<file path="config.mk">
export PLATFORM = sky130hd
export DESIGN_NAME = usr_shift_ctrl
export DESIGN_NICKNAME = d
export VERILOG_FILES = /design/src/rtl/usr_shift_ctrl_pkg.sv /design/src/rtl/usr_shift_cnt.sv /design/src/rtl/usr_shift_ctrl.sv
export SDC_FILE = /design/constraint.sdc
export NUM_CORES = 1
export LEC_CHECK = 0
export ABC_AREA = 1
export CAP_MARGIN = 5
export CELL_PAD_IN_SITES_DETAIL_PLACEMENT = 1
export CELL_PAD_IN_SITES_GLOBAL_PLACEMENT = 1
export CORE_UTILIZATION = 28
export CTS_CLUSTER_DIAMETER = 100
export DETAILED_ROUTE_END_ITERATION = 7
export PLACE_DENSITY = 0.84
export SETUP_SLACK_MARGIN = 0.4
export SYNTH_ARGS = -nofsm -noshare
export SYNTH_HDL_FRONTEND = slang
export SYNTH_HIERARCHICAL = 1
export SYNTH_SLANG_ARGS = --single-unit
</file>
<file path="constraint.sdc">
create_clock -name clk -period 2 [get_ports clk]
set_input_delay 0.2 -clock clk [delete_from_list [all_inputs] [get_ports clk]]
set_output_delay 0.2 -clock clk [all_outputs]
set_load 0.005 [all_outputs]
</file>
<file path="src/rtl/usr_shift_ctrl_pkg.sv">
// Shared encodings and defaults for the universal shift-register command sequencer.
package usr_shift_ctrl_pkg;

  localparam int unsigned DEF_WIDTH = 8;
  localparam int unsigned DEF_CNT_W = 4;

  // Datapath mux select, also used by the register itself
  typedef enum logic [1:0] {
    MODE_HOLD = 2'b00,
    MODE_SHR  = 2'b01,
    MODE_SHL  = 2'b10,
    MODE_LOAD = 2'b11
  } mode_e;

  typedef enum logic [1:0] {
    OP_NOP  = 2'b00,
    OP_LOAD = 2'b01,
    OP_SHR  = 2'b10,
    OP_SHL  = 2'b11
  } op_e;

  typedef enum logic [1:0] {
    ST_IDLE  = 2'b00,
    ST_LOAD  = 2'b01,
    ST_SHIFT = 2'b10,
    ST_DONE  = 2'b11
  } state_e;

  // Command fields held for the duration of one command
  typedef struct packed {
    op_e  op;
    logic rot;
    logic fill;
  } cmd_lat_t;

endpackage

</file>
<file path="src/rtl/usr_shift_cnt.sv">
// Loadable down-counter for shift cycles; last_c flags the final active cycle.
module usr_shift_cnt
  import usr_shift_ctrl_pkg::*;
#(
  parameter int unsigned CNT_W = DEF_CNT_W
) (
  input  logic             clk,
  input  logic             rst_n,
  input  logic             load,
  input  logic [CNT_W-1:0] load_val,
  input  logic             dec,
  output logic             last_c
);

  logic [CNT_W-1:0] cnt_q;

  always_ff @(posedge clk) begin
    if (!rst_n) begin
      cnt_q <= '0;
    end else if (load) begin
      cnt_q <= load_val;
    end else if (dec && (cnt_q != '0)) begin
      cnt_q <= cnt_q - CNT_W'(1);
    end
  end

  assign last_c = (cnt_q == CNT_W'(1));

endmodule

</file>
<file path="src/rtl/usr_shift_ctrl.sv">
// Command sequencer for the universal shift register: accepts one command at a
// time and drives mode, parallel data and serial-fill bits to the datapath.
module usr_shift_ctrl
  import usr_shift_ctrl_pkg::*;
#(
  parameter int unsigned WIDTH = DEF_WIDTH,
  parameter int unsigned CNT_W = DEF_CNT_W
) (
  input  logic             clk,
  input  logic             rst_n,
  input  logic             cmd_valid,
  output logic             cmd_ready,
  input  logic [1:0]       cmd_op,
  input  logic             cmd_rot,
  input  logic             cmd_fill,
  input  logic [CNT_W-1:0] cmd_count,
  input  logic [WIDTH-1:0] cmd_data,
  input  logic [WIDTH-1:0] q,
  output logic [1:0]       mode,
  output logic [WIDTH-1:0] par_out,
  output logic             ser_r,
  output logic             ser_l,
  output logic             busy,
  output logic             done
);

  state_e   state_q;
  state_e   state_d;
  cmd_lat_t lat_q;
  op_e      cmd_op_e;
  logic     accept;
  logic     cnt_last_c;

  assign cmd_op_e = op_e'(cmd_op);
  assign accept   = cmd_valid && (state_q == ST_IDLE);

  // State register
  always_ff @(posedge clk) begin
    if (!rst_n) begin
      state_q <= ST_IDLE;
    end else begin
      state_q <= state_d;
    end
  end

  // Next-state logic
  always_comb begin
    state_d = state_q;
    case (state_q)
      ST_IDLE: begin
        if (accept) begin
          case (cmd_op_e)
            OP_LOAD:        state_d = ST_LOAD;
            OP_SHR, OP_SHL: state_d = (cmd_count != '0) ? ST_SHIFT : ST_DONE;
            default:        state_d = ST_DONE;
          endcase
        end
      end
      ST_LOAD:  state_d = ST_DONE;
      ST_SHIFT: if (cnt_last_c) state_d = ST_DONE;
      ST_DONE:  state_d = ST_IDLE;
      default:  state_d = ST_IDLE;
    endcase
  end

  // Outputs decoded from the state register only
  always_comb begin
    mode      = MODE_HOLD;
    busy      = 1'b1;
    done      = 1'b0;
    cmd_ready = 1'b0;
    case (state_q)
      ST_IDLE: begin
        busy      = 1'b0;
        cmd_ready = 1'b1;
      end
      ST_LOAD:  mode = MODE_LOAD;
      ST_SHIFT: mode = (lat_q.op == OP_SHL) ? MODE_SHL : MODE_SHR;
      ST_DONE:  done = 1'b1;
      default: begin
        busy = 1'b0;
      end
    endcase
  end

  // Command latch; par_out only changes when a LOAD is accepted
  always_ff @(posedge clk) begin
    if (!rst_n) begin
      lat_q   <= '0;
      par_out <= '0;
    end else if (accept) begin
      lat_q <= '{op: cmd_op_e, rot: cmd_rot, fill: cmd_fill};
      if (cmd_op_e == OP_LOAD) begin
        par_out <= cmd_data;
      end
    end
  end

  usr_shift_cnt #(
    .CNT_W (CNT_W)
  ) u_cnt (
    .clk      (clk),
    .rst_n    (rst_n),
    .load     (accept),
    .load_val (cmd_count),
    .dec      (state_q == ST_SHIFT),
    .last_c   (cnt_last_c)
  );

  // Rotate feeds back the bit leaving the opposite end
  assign ser_r = lat_q.rot ? q[0]       : lat_q.fill;
  assign ser_l = lat_q.rot ? q[WIDTH-1] : lat_q.fill;

endmodule

</file>
==> run metrics <==
result of the run complete, no violations; growth of design area from synthesis to finish 51.0%; clk buf depth 2; reported max-cap violation count 0; IR Drop Worst-Case VDD 422 uV; ratio of cells with drive above 1 in the final layout 17.3%; Antenna Violating Nets Remaining 0; half-perimeter wire length after detailed placement 2230 um; commonest register cell after synthesis sky130_fd_sc_hd__dfxtp_1; Critical Path AT 1.31 ns; met3 wirelength from detailed routing 132 um; number of antenna violations at the first check in global routing 0; Sinks on Clock Net 18; Root Buffer Master sky130_fd_sc_hd__clkbuf_4; global-route wire length before repair 4640 um; path class of the lowest-slack min-delay path in -> reg; wire length on met1 1070 um; # fillers 430; net switching component of the power 0.757 mW; total length of routed wires 2810 um; clk_lat worst skew 0.30 ns; Synth area leader sky130_fd_sc_hd__dfxtp_1; leak pwr 0.695 nW; worst setup slack after layout 0.487 ns; number of hold-repair buffers added at the cts stage 0; share of power burned in combinational logic 56.6%; slew at the pin with the worst max-slew slack 0.556 ns; count of nets after finishing 215; synthesized area per cell 7.11 um2; depth of the worst register-to-register path 9; # setup viols final 0; cell count after placement 217; WL per Instance 12.5 um; type of element launching the critical path register; via count of the first global-routing pass 1,066; number of placement rows 21; setup clock skew after layout 0.00840 ns; DRC violations left 0; relative contribution of the clock network to total power 13.2%; GR Overflow Total 0; Sw Share 42.8%; number of search-and-repair iterations in the first detailed-routing pass 3; minimum period implied by the final worst setup slack 1.51 ns; EDFF count, synth 0; power density over the cells 1200 nW/um2; most used standard cell by instance count after synthesis sky130_fd_sc_hd__nand2_1; portion of the clock cycle consumed by the worst path in the final layout 75.7%; maximum net fanout on the critical path 5; FFs w/ async S/R, synth 0%; cell area after synthesis 973 um2; count of different cell masters after synthesis 21; Detail Route met2 WL 1530 um; area fraction of the dominant cell type after synthesis 37.0%; hold wc startpoint cmd_data[3]; number of stages on the worst hold path 3; Std-Cell Core Area 3340 um2; Tot GR Track Use 17.1%; Port-buffer cells 35; Register-to-Register Setup Slack 0.54 ns; die area 3720 um2; most numerous cell types in the synthesized netlist 28 x sky130_fd_sc_hd__nand2_1, 26 x sky130_fd_sc_hd__nor2_1, 18 x sky130_fd_sc_hd__dfxtp_1; DR top layer met4; synth top area cells sky130_fd_sc_hd__dfxtp_1 37%, sky130_fd_sc_hd__nand2_1 11%, sky130_fd_sc_hd__ha_1 10%, sky130_fd_sc_hd__nor2_1 10%, sky130_fd_sc_hd__o21ai_0 6.7%; setup total negative slack 0 ns; maximum number of pins on one net before global-route repair 19; sequential share of power 30.2%; source of the worst register-to-register timing path state_q[0]; post-detailed-route via-to-cell ratio 4.51; count of non-filler cells in the finished layout 225; CTS H-tree lvls 1; Initial Utilization 29.2%; net count of the mapped netlist 172; Slew HR 62.8%; highest clock rate 0.661 GHz; number of register bits inferred by synthesis 18; Seq/Total Area, Yosys 37.0%; count of inserted antenna diode cells 0; 1st-iter DRT viols 8; Ports 42; sort of element at the end of the critical path output pin; Placer Congestion 0.819; total number of vias 1,014; DP Worst Slack 0.317 ns; die height 61.0 um; Die Wd 61.0 um; clock tree from TritonCTS done; number of buffers created by CTS 3; final-report hold violation count 0; critical path required time 1.80 ns; Crit Path Category reg -> out; cells after synthesis 137; count of synthesis-stage warnings from yosys 6; endpoint of the worst hold path par_out[3]; cell-internal power 1.01 mW; number of pins exceeding their max-slew limit in the final report 0; setup repair after global routing missed its margin false; clk slew on worst S/H paths 0.11 ns; end of the worst register-to-register path u_cnt/cnt_q[3]
==> cells in the final DEF (no fill, tap or decap), types with 2 or more instances in the layout <==
cell type	netlist	final
sky130_fd_sc_hd__a21oi_1	7	6
sky130_fd_sc_hd__dlygate4sd2_1	0	2
sky130_fd_sc_hd__dfxtp_1	18	15
sky130_fd_sc_hd__dfxtp_2	0	3
sky130_fd_sc_hd__nor2_1	26	26
sky130_fd_sc_hd__ha_2	0	2
sky130_fd_sc_hd__nand3_2	2	2
sky130_fd_sc_hd__xor2_1	2	2
sky130_fd_sc_hd__nand2_1	28	28
sky130_fd_sc_hd__buf_4	0	4
sky130_fd_sc_hd__a21oi_2	1	2
sky130_fd_sc_hd__inv_1	15	12
sky130_fd_sc_hd__o21ai_0	13	13
sky130_fd_sc_hd__inv_2	3	4
sky130_fd_sc_hd__nand3_1	4	4
sky130_fd_sc_hd__clkdlybuf4s50_1	0	28
sky130_fd_sc_hd__nand2_4	2	2
sky130_fd_sc_hd__clkbuf_4	0	3
sky130_fd_sc_hd__dlymetal6s2s_1	0	3
sky130_fd_sc_hd__ha_1	8	5
==> kinds of logic (layout without fill, tap and decap cells) <==
| logic type | Yosys count | count (layout) | share of synthesized area, % |
|---|---|---|---|
| AO/OA/AOI/OAI | 23 | 23 | 12.5 |
| XOR/XNOR | 2 | 2 | 1.80 |
| adder cells (fa/ha/maj) | 8 | 8 | 10.3 |
| buffers and inverters | 19 | 61 | 7.33 |
| flip-flops | 18 | 18 | 37.0 |
| AND/OR/NAND/NOR | 67 | 67 | 31.1 |
==> power groups by stage <==
stage / combinational, mW / clock, mW / sequential [mW]
2_1_floorplan: 0.588 / 0 / 0.520
3_3_place_gp: 0.870 / 0 / 0.532
3_5_place_dp: 0.941 / 0 / 0.543
4_1_cts: 0.983 / 0.243 / 0.534
5_1_grt: 1.14 / 0.256 / 0.549
6_report: 1.00 / 0.233 / 0.534
==> through the flow <==
stage	total power, mW	hold slack [ns]	utilization [%]	area [um2]
global placement	1.40	0.471	41.3	1380
detailed placement	1.48	0.507	41.3	1380
global route	1.94	0.470	44.1	1470
floorplan	1.11	0.322	-	973
finish	1.77	0.466	44.1	1470
CTS	1.76	0.464	43.2	1440
==> area by class of cell <==
type	count	area, um2	area share, %
repair buffers	39	375	25.5
multi-input cells	100	563	38.3
inverters	18	73.8	5.02
well taps	46	57.6	3.91
flip-flops and latches	18	364	24.8
clock buffers	4	36.3	2.47
==> sequential cells by signal, indices dropped and copies added, names as in the netlist <==
signal / cells
state_q: 2
u_cnt/cnt_q: 4
lat_q: 4
par_out: 8
==> worst max path at each step <==
stage               start              to  slack (ns)  cells past startpoint
4_1_cts        state_q[0]         mode[1]        0.37                      5
2_1_floorplan  state_q[0]  u_cnt/cnt_q[3]        0.52                      8
3_5_place_dp   state_q[1]         mode[1]        0.32                      5
5_1_grt        state_q[1]         mode[1]        0.42                      5
6_report       state_q[0]         mode[0]        0.49                      5
3_3_place_gp   state_q[0]  u_cnt/cnt_q[3]        0.37                      8
==> routing by layer <==
metal  track usage (%)  up-vias
met2              31.7       29
li1                  -      510
met1              18.5      466
met3              3.20        9
met5                 0        -
met4              8.12        0
==> critical path, cell delays in order (launching register included) <==
cell	delay (ns)
sky130_fd_sc_hd__dfxtp_2	0.37
sky130_fd_sc_hd__inv_4	0.06
sky130_fd_sc_hd__ha_1	0.28
sky130_fd_sc_hd__inv_1	0.07
sky130_fd_sc_hd__a21oi_1	0.12
sky130_fd_sc_hd__buf_2	0.13
==> repair_timing <==
item | CTS | global route
buffers inserted | 2 | 2
setup endpoints to repair | 7 | 5
gates resized for setup | 15 | 9
endpoints found under the hold margin | 0 | 0
pin swaps | 1 | 0
(Power assumes the default switching activity.)
==> edit 1, RTL diff (config.mk and constraints unchanged) <==
Change the package constant `DEF_WIDTH` from 8 to 10.
--- a/src/rtl/usr_shift_ctrl_pkg.sv
+++ b/src/rtl/usr_shift_ctrl_pkg.sv
@@ -1,7 +1,7 @@
 // Shared encodings and defaults for the universal shift-register command sequencer.
 package usr_shift_ctrl_pkg;
 
-  localparam int unsigned DEF_WIDTH = 8;
+  localparam int unsigned DEF_WIDTH = 10;
   localparam int unsigned DEF_CNT_W = 4;
 
   // Datapath mux select, also used by the register itself
Ports: changed (resized cmd_data, par_out and q); port bits go from 42 to 48. The function was not compared with the original's and may differ.
==> edit 1 against the original RTL <==
  * First-iteration DRC count increased by 110%
  * Die area increased by 8.8%
  * Power increased by 12%
  * Sequential cell count increased by 2
  * Routed wire length decreased by 3.9%
  * Worst setup slack got worse by 0.017 ns
  * Largest power group unchanged
  * Synthesized area increased by 9.1%
  * Design area increased by 9.9%
  * Critical path depth unchanged
  * Via count increased by 2.7%
  * Sequential power increased by 9.6%
  * Clock power increased by 73%
==> edit 1: results (changes against the original RTL) <==
- Outcome: finished clean (unchanged)
- Routability congestion estimate from global placement: 0.7882 (was 0.8191)
- Dpl hpwl: 2056 um (was 2225 um)
- Clock transition at path regs: 0.08 ns (was 0.11 ns)
- Min-Delay Path Class: reg -> reg (was in -> reg)
- Wire per inst: 11.31 um (was 12.51 um)
- CP Data Arrival Time: 1.33 ns (was 1.31 ns)
- Worst Skew: 0.001423 ns (was 0.008399 ns)
- Register area share after synthesis: 0.3769 (was 0.3702)
- Clock root buffer: clkbuf_8 (was clkbuf_4)
- Switching Power: 743.0 uW (was 757.0 uW)
- Hold Path Cell Cnt: 2 (was 3)
- Slew headroom: 0.7193 (was 0.6280)
- Syn Nets: 186 (was 172)
- Yosys cell types: 24 (was 21)
- VDD IR max: 0.4682 mV (was 0.4217 mV)
- # port buffers: 39 (was 35)
- GR Util All Layers: 0.1457 (was 0.1707)
- Vias in the first global route: 1050 (was 1066)
- DR pass1 iterations: 4 (was 3)
- Iteration-0 DRC Markers: 17 (was 8)
- Layout Nets: 231 (was 215)
- Post-synth top cells: 33 x nor2_1, 26 x nand2_1, 20 x dfxtp_1 (was 28 x nand2_1, 26 x nor2_1, 18 x dfxtp_1)
- Largest net degree at the start of global routing: 13 (was 19)
- Largest regs: par_out x10, lat_q x4, u_cnt/cnt_q x4 (was par_out x8, lat_q x4, u_cnt/cnt_q x4)
- Largest cells by area after synthesis: dfxtp_1 38%, nor2_1 12%, ha_1 9.4% (was dfxtp_1 37%, nand2_1 11%, ha_1 10%)
[edit 1: cell count changes in the layout (fill, tap and decap cells not counted), moves of 3 or more]
cell	delta
clkbuf_4	-3
nor2_1	+7
dfxtp_1	+3
o21ai_0	-7
clkdlybuf4s50_1	+6
o21ai_1	+9
[edit 1: stage by stage]
stage                     hold slack [ns]  area (um2)  utilization  setup slack, ns  instances
after floorplan                    0.3215        1062            -           0.6111        147
after global placement             0.4616        1504       0.4108           0.3648        233
after detailed placement           0.4773        1504       0.4108           0.3286        233
after CTS                          0.4946        1603       0.4378           0.3986        239
after global routing               0.5159        1615       0.4412           0.3913        239
final                              0.4893        1615       0.4412           0.4697        239
[edit 1: kinds of logic after synthesis]
family,Yosys count,share of synthesized area
adders and majority gates,8,0.09423
and+or+nand+nor,72,0.3027
xor gates and xnor gates,2,0.01649
AOI/OAI and AO/OA,25,0.1272
DFF,20,0.3769
buffers and inverters,20,0.08245
[edit 1: layer usage]
| metal | up-vias | GRT usage | part of all wire |
|---|---|---|---|
| met5 | - | 0 | 0 |
| met3 | 6 | 0.01812 | 0.031 |
| li1 | 546 | - | - |
| met1 | 468 | 0.1794 | 0.45 |
| met4 | 0 | 0.06534 | 0.016 |
| met2 | 21 | 0.2500 | 0.50 |
[edit 1: power groups by stage]
stage          registers (mW)  logic (mW)  clock network (mW)
4_1_cts                 0.577        1.01               0.418
3_5_place_dp            0.589       0.952                   0
6_report                0.585       0.986               0.402
5_1_grt                 0.602        1.11               0.436
2_1_floorplan           0.568       0.621                   0
3_3_place_gp            0.584       0.928                   0
[edit 1: final cells by class]
class / count / area, um2
clock buffers: 3 / 41.29
inverters: 18 / 73.82
flip-flops and latches: 20 / 405.4
fillers: 466 / 2046
well taps: 48 / 60.06
multi-input cells: 107 / 589.3
repair buffers: 42 / 415.4
clock inverters: 1 / 30.03
[edit 1: repair_timing]
action / 4_1_cts / 5_1_grt
resized for setup: 8 / 9
buffers inserted: 2 / 0
endpoints found under the setup margin: 14 / 5
endpoints found under the hold margin: 0 / 0
hold buffers: 0 / 0
[edit 1: path summary, 6_finish.rpt]
check / startpoint / endpoint / slack, ns
worst min-delay path: par_out[1] / par_out[1] / 0.49
worst min register to register: par_out[1] / par_out[1] / 0.49
worst max-delay path: state_q[0] / mode[0] / 0.47
worst max register to register: state_q[0] / par_out[7] / 0.57
[edit 1: critical path, cell delays in order (launching register included)]
cell	delay, ns
dfxtp_4	0.37
inv_4	0.05
ha_1	0.27
inv_1	0.05
a21oi_1	0.11
clkdlybuf4s15_1	0.23
==> edit 2, RTL diff (same settings) <==
Without the edit above. Reset style: asynchronous (`rst_n`), changed in 3 clocked blocks.
--- a/src/rtl/usr_shift_cnt.sv
+++ b/src/rtl/usr_shift_cnt.sv
@@ -14,7 +14,7 @@
 
   logic [CNT_W-1:0] cnt_q;
 
-  always_ff @(posedge clk) begin
+  always_ff @(posedge clk or negedge rst_n) begin
     if (!rst_n) begin
       cnt_q <= '0;
     end else if (load) begin
--- a/src/rtl/usr_shift_ctrl.sv
+++ b/src/rtl/usr_shift_ctrl.sv
@@ -35,7 +35,7 @@
   assign accept   = cmd_valid && (state_q == ST_IDLE);
 
   // State register
-  always_ff @(posedge clk) begin
+  always_ff @(posedge clk or negedge rst_n) begin
     if (!rst_n) begin
       state_q <= ST_IDLE;
     end else begin
@@ -84,7 +84,7 @@
   end
 
   // Command latch; par_out only changes when a LOAD is accepted
-  always_ff @(posedge clk) begin
+  always_ff @(posedge clk or negedge rst_n) begin
     if (!rst_n) begin
       lat_q   <= '0;
       par_out <= '0;
Behaviour: differs if rst_n is asserted again (counterexample within 4 cycles, from zero or initial values and one cycle with rst_n low); with rst_n held inactive, the same outputs for 10 cycles.
==> edit 2 against the original RTL <==
  * Worst setup slack got worse by 0.041 ns
  * Routed wire length rose by 4.1%
  * Register-to-register slack got worse by 0.03 ns
  * Sequential cell count did not move
  * Design area rose by 1.9%
  * Count of clock-buffer cells in the layout did not move
  * Synthesized area rose by 5.5%
  * Largest cell class unchanged
  * Highest routed layer unchanged
  * Power rose by 18%
  * First-iteration DRC count rose to 5.0 times the old value
  * Via count fell by 1.9%
==> edit 2: results (changes against the original RTL) <==
- Routability congestion estimate from global placement: 0.8164 (was 0.8191)
- Critical path peak fanout: 3 (was 5)
- Worst Skew: 0.007252 ns (was 0.008399 ns)
- Pleak: 0.7548 nW (was 0.6946 nW)
- Iteration-0 DRC Markers: 40 (was 8)
- Vias in the first global route: 1098 (was 1066)
- CP Data Arrival Time: 1.35 ns (was 1.31 ns)
- Flop2flop setup slack: 0.51 ns (was 0.54 ns)
- Worst R2R End: u_cnt/cnt_q[1] (was u_cnt/cnt_q[3])
- Fillers: 428 (was 430)
- Yosys cell types: 18 (was 21)
- Routed wire length: 2930 um (was 2814 um)
- Yosys top cell area share: 0.4385 (was 0.3702)
- Crit path launch: state_q[1] (was state_q[0])
- Min-Delay Path Class: in -> async (was in -> reg)
- Grt met2 use: 0.3139 (was 0.3171)
- First-pass GRT wire length: 5147 um (was 4636 um)
- Register area share after synthesis: 0.4385 (was 0.3702)
- Post-synth top cells: 49 x nand2_1, 18 x dfrtp_1, 13 x inv_1 (was 28 x nand2_1, 26 x nor2_1, 18 x dfxtp_1)
- Largest cells by area after synthesis: dfrtp_1 44%, nand2_1 18%, ha_1 9.7% (was dfxtp_1 37%, nand2_1 11%, ha_1 10%)
- Outcome: finished clean (unchanged)
- Layout Nets: 210 (was 215)
- Syn Nets: 166 (was 172)
- Met1 Usage GRT: 0.1923 (was 0.1852)
- Met3 global-route usage: 0.03102 (was 0.03198)
- Dpl hpwl: 2264 um (was 2225 um)
- VDD IR max: 0.6100 mV (was 0.4217 mV)
- DR vias/cell: 4.523 (was 4.507)
- Worst slew pin tran: 0.2473 ns (was 0.5563 ns)
- GR Util All Layers: 0.1675 (was 0.1707)
- Top_reg_cell synth: dfrtp_1 (was dfxtp_1)
- Largest net degree at the start of global routing: 22 (was 19)
- Layout cells sized above 1: 0.1437 (was 0.1732)
edit 2: kinds of logic after synthesis:
logic type | after synthesis | share of synthesized area
adders and majority gates | 8 | 0.09745
AOI/OAI and AO/OA | 11 | 0.05359
buffers and inverters | 15 | 0.06456
DFF | 18 | 0.4385
xor gates and xnor gates | 1 | 0.008528
and+or+nand+nor | 78 | 0.3374
edit 2: power groups by stage:
stage	clock network, mW	registers (mW)	logic [mW]
3_5_place_dp	0	0.690	1.13
2_1_floorplan	0	0.664	0.614
4_1_cts	0.240	0.671	1.19
5_1_grt	0.261	0.702	1.33
6_report	0.231	0.671	1.18
3_3_place_gp	0	0.676	1.05
edit 2: per-layer routing:
metal	wire, um	up-vias
met5	0	-
met4	31	0
met1	1234	475
li1	-	492
met3	88	5
met2	1575	23
edit 2: timing repair:
item,in CTS,in global routing
resized for setup,11,6
pin swaps,1,0
gates cloned,0,0
endpoints found under the setup margin,19,3
endpoints found under the hold margin,0,0
buffers inserted,4,0
edit 2: worst max-delay path, cell delays in order (launching register included):
cell and delay (ns):
dfrtp_1 0.40, inv_2 0.08, ha_1 0.28, inv_2 0.04, a21oi_1 0.12, clkbuf_2 0.13
edit 2: through the flow:
| stage | util | worst slack, ns | std cells | cell area [um2] |
|---|---|---|---|---|
| 3_5_place_dp | 0.4190 | 0.3084 | 212 | 1431 |
| 2_1_floorplan | - | 0.5828 | 131 | 1027 |
| 3_3_place_gp | 0.4190 | 0.3451 | 212 | 1431 |
| 4_1_cts | 0.4399 | 0.2959 | 220 | 1503 |
| 5_1_grt | 0.4385 | 0.3407 | 220 | 1498 |
| 6_report | 0.4385 | 0.4451 | 220 | 1498 |
edit 2: final cells by class:
type                       instances  area share
clock buffer                       4     0.02423
tap                               46     0.03843
sequential                        18      0.3008
timing repair buffer              40      0.2506
inverter                          14     0.03676
multi-input combinational         98      0.3492
edit 2: how the worst min path moves through the flow:
stage / startpoint / cells after the start / end / slack (ns)
floorplan: rst_n / 0 / lat_q[0] / -0.1
global placement: par_out[7] / 2 / par_out[7] / 0.46
detailed placement: par_out[6] / 2 / par_out[6] / 0.47
CTS: rst_n / 2 / par_out[2] / 0.21
global route: rst_n / 2 / par_out[5] / 0.21
finish: rst_n / 2 / par_out[5] / 0.21
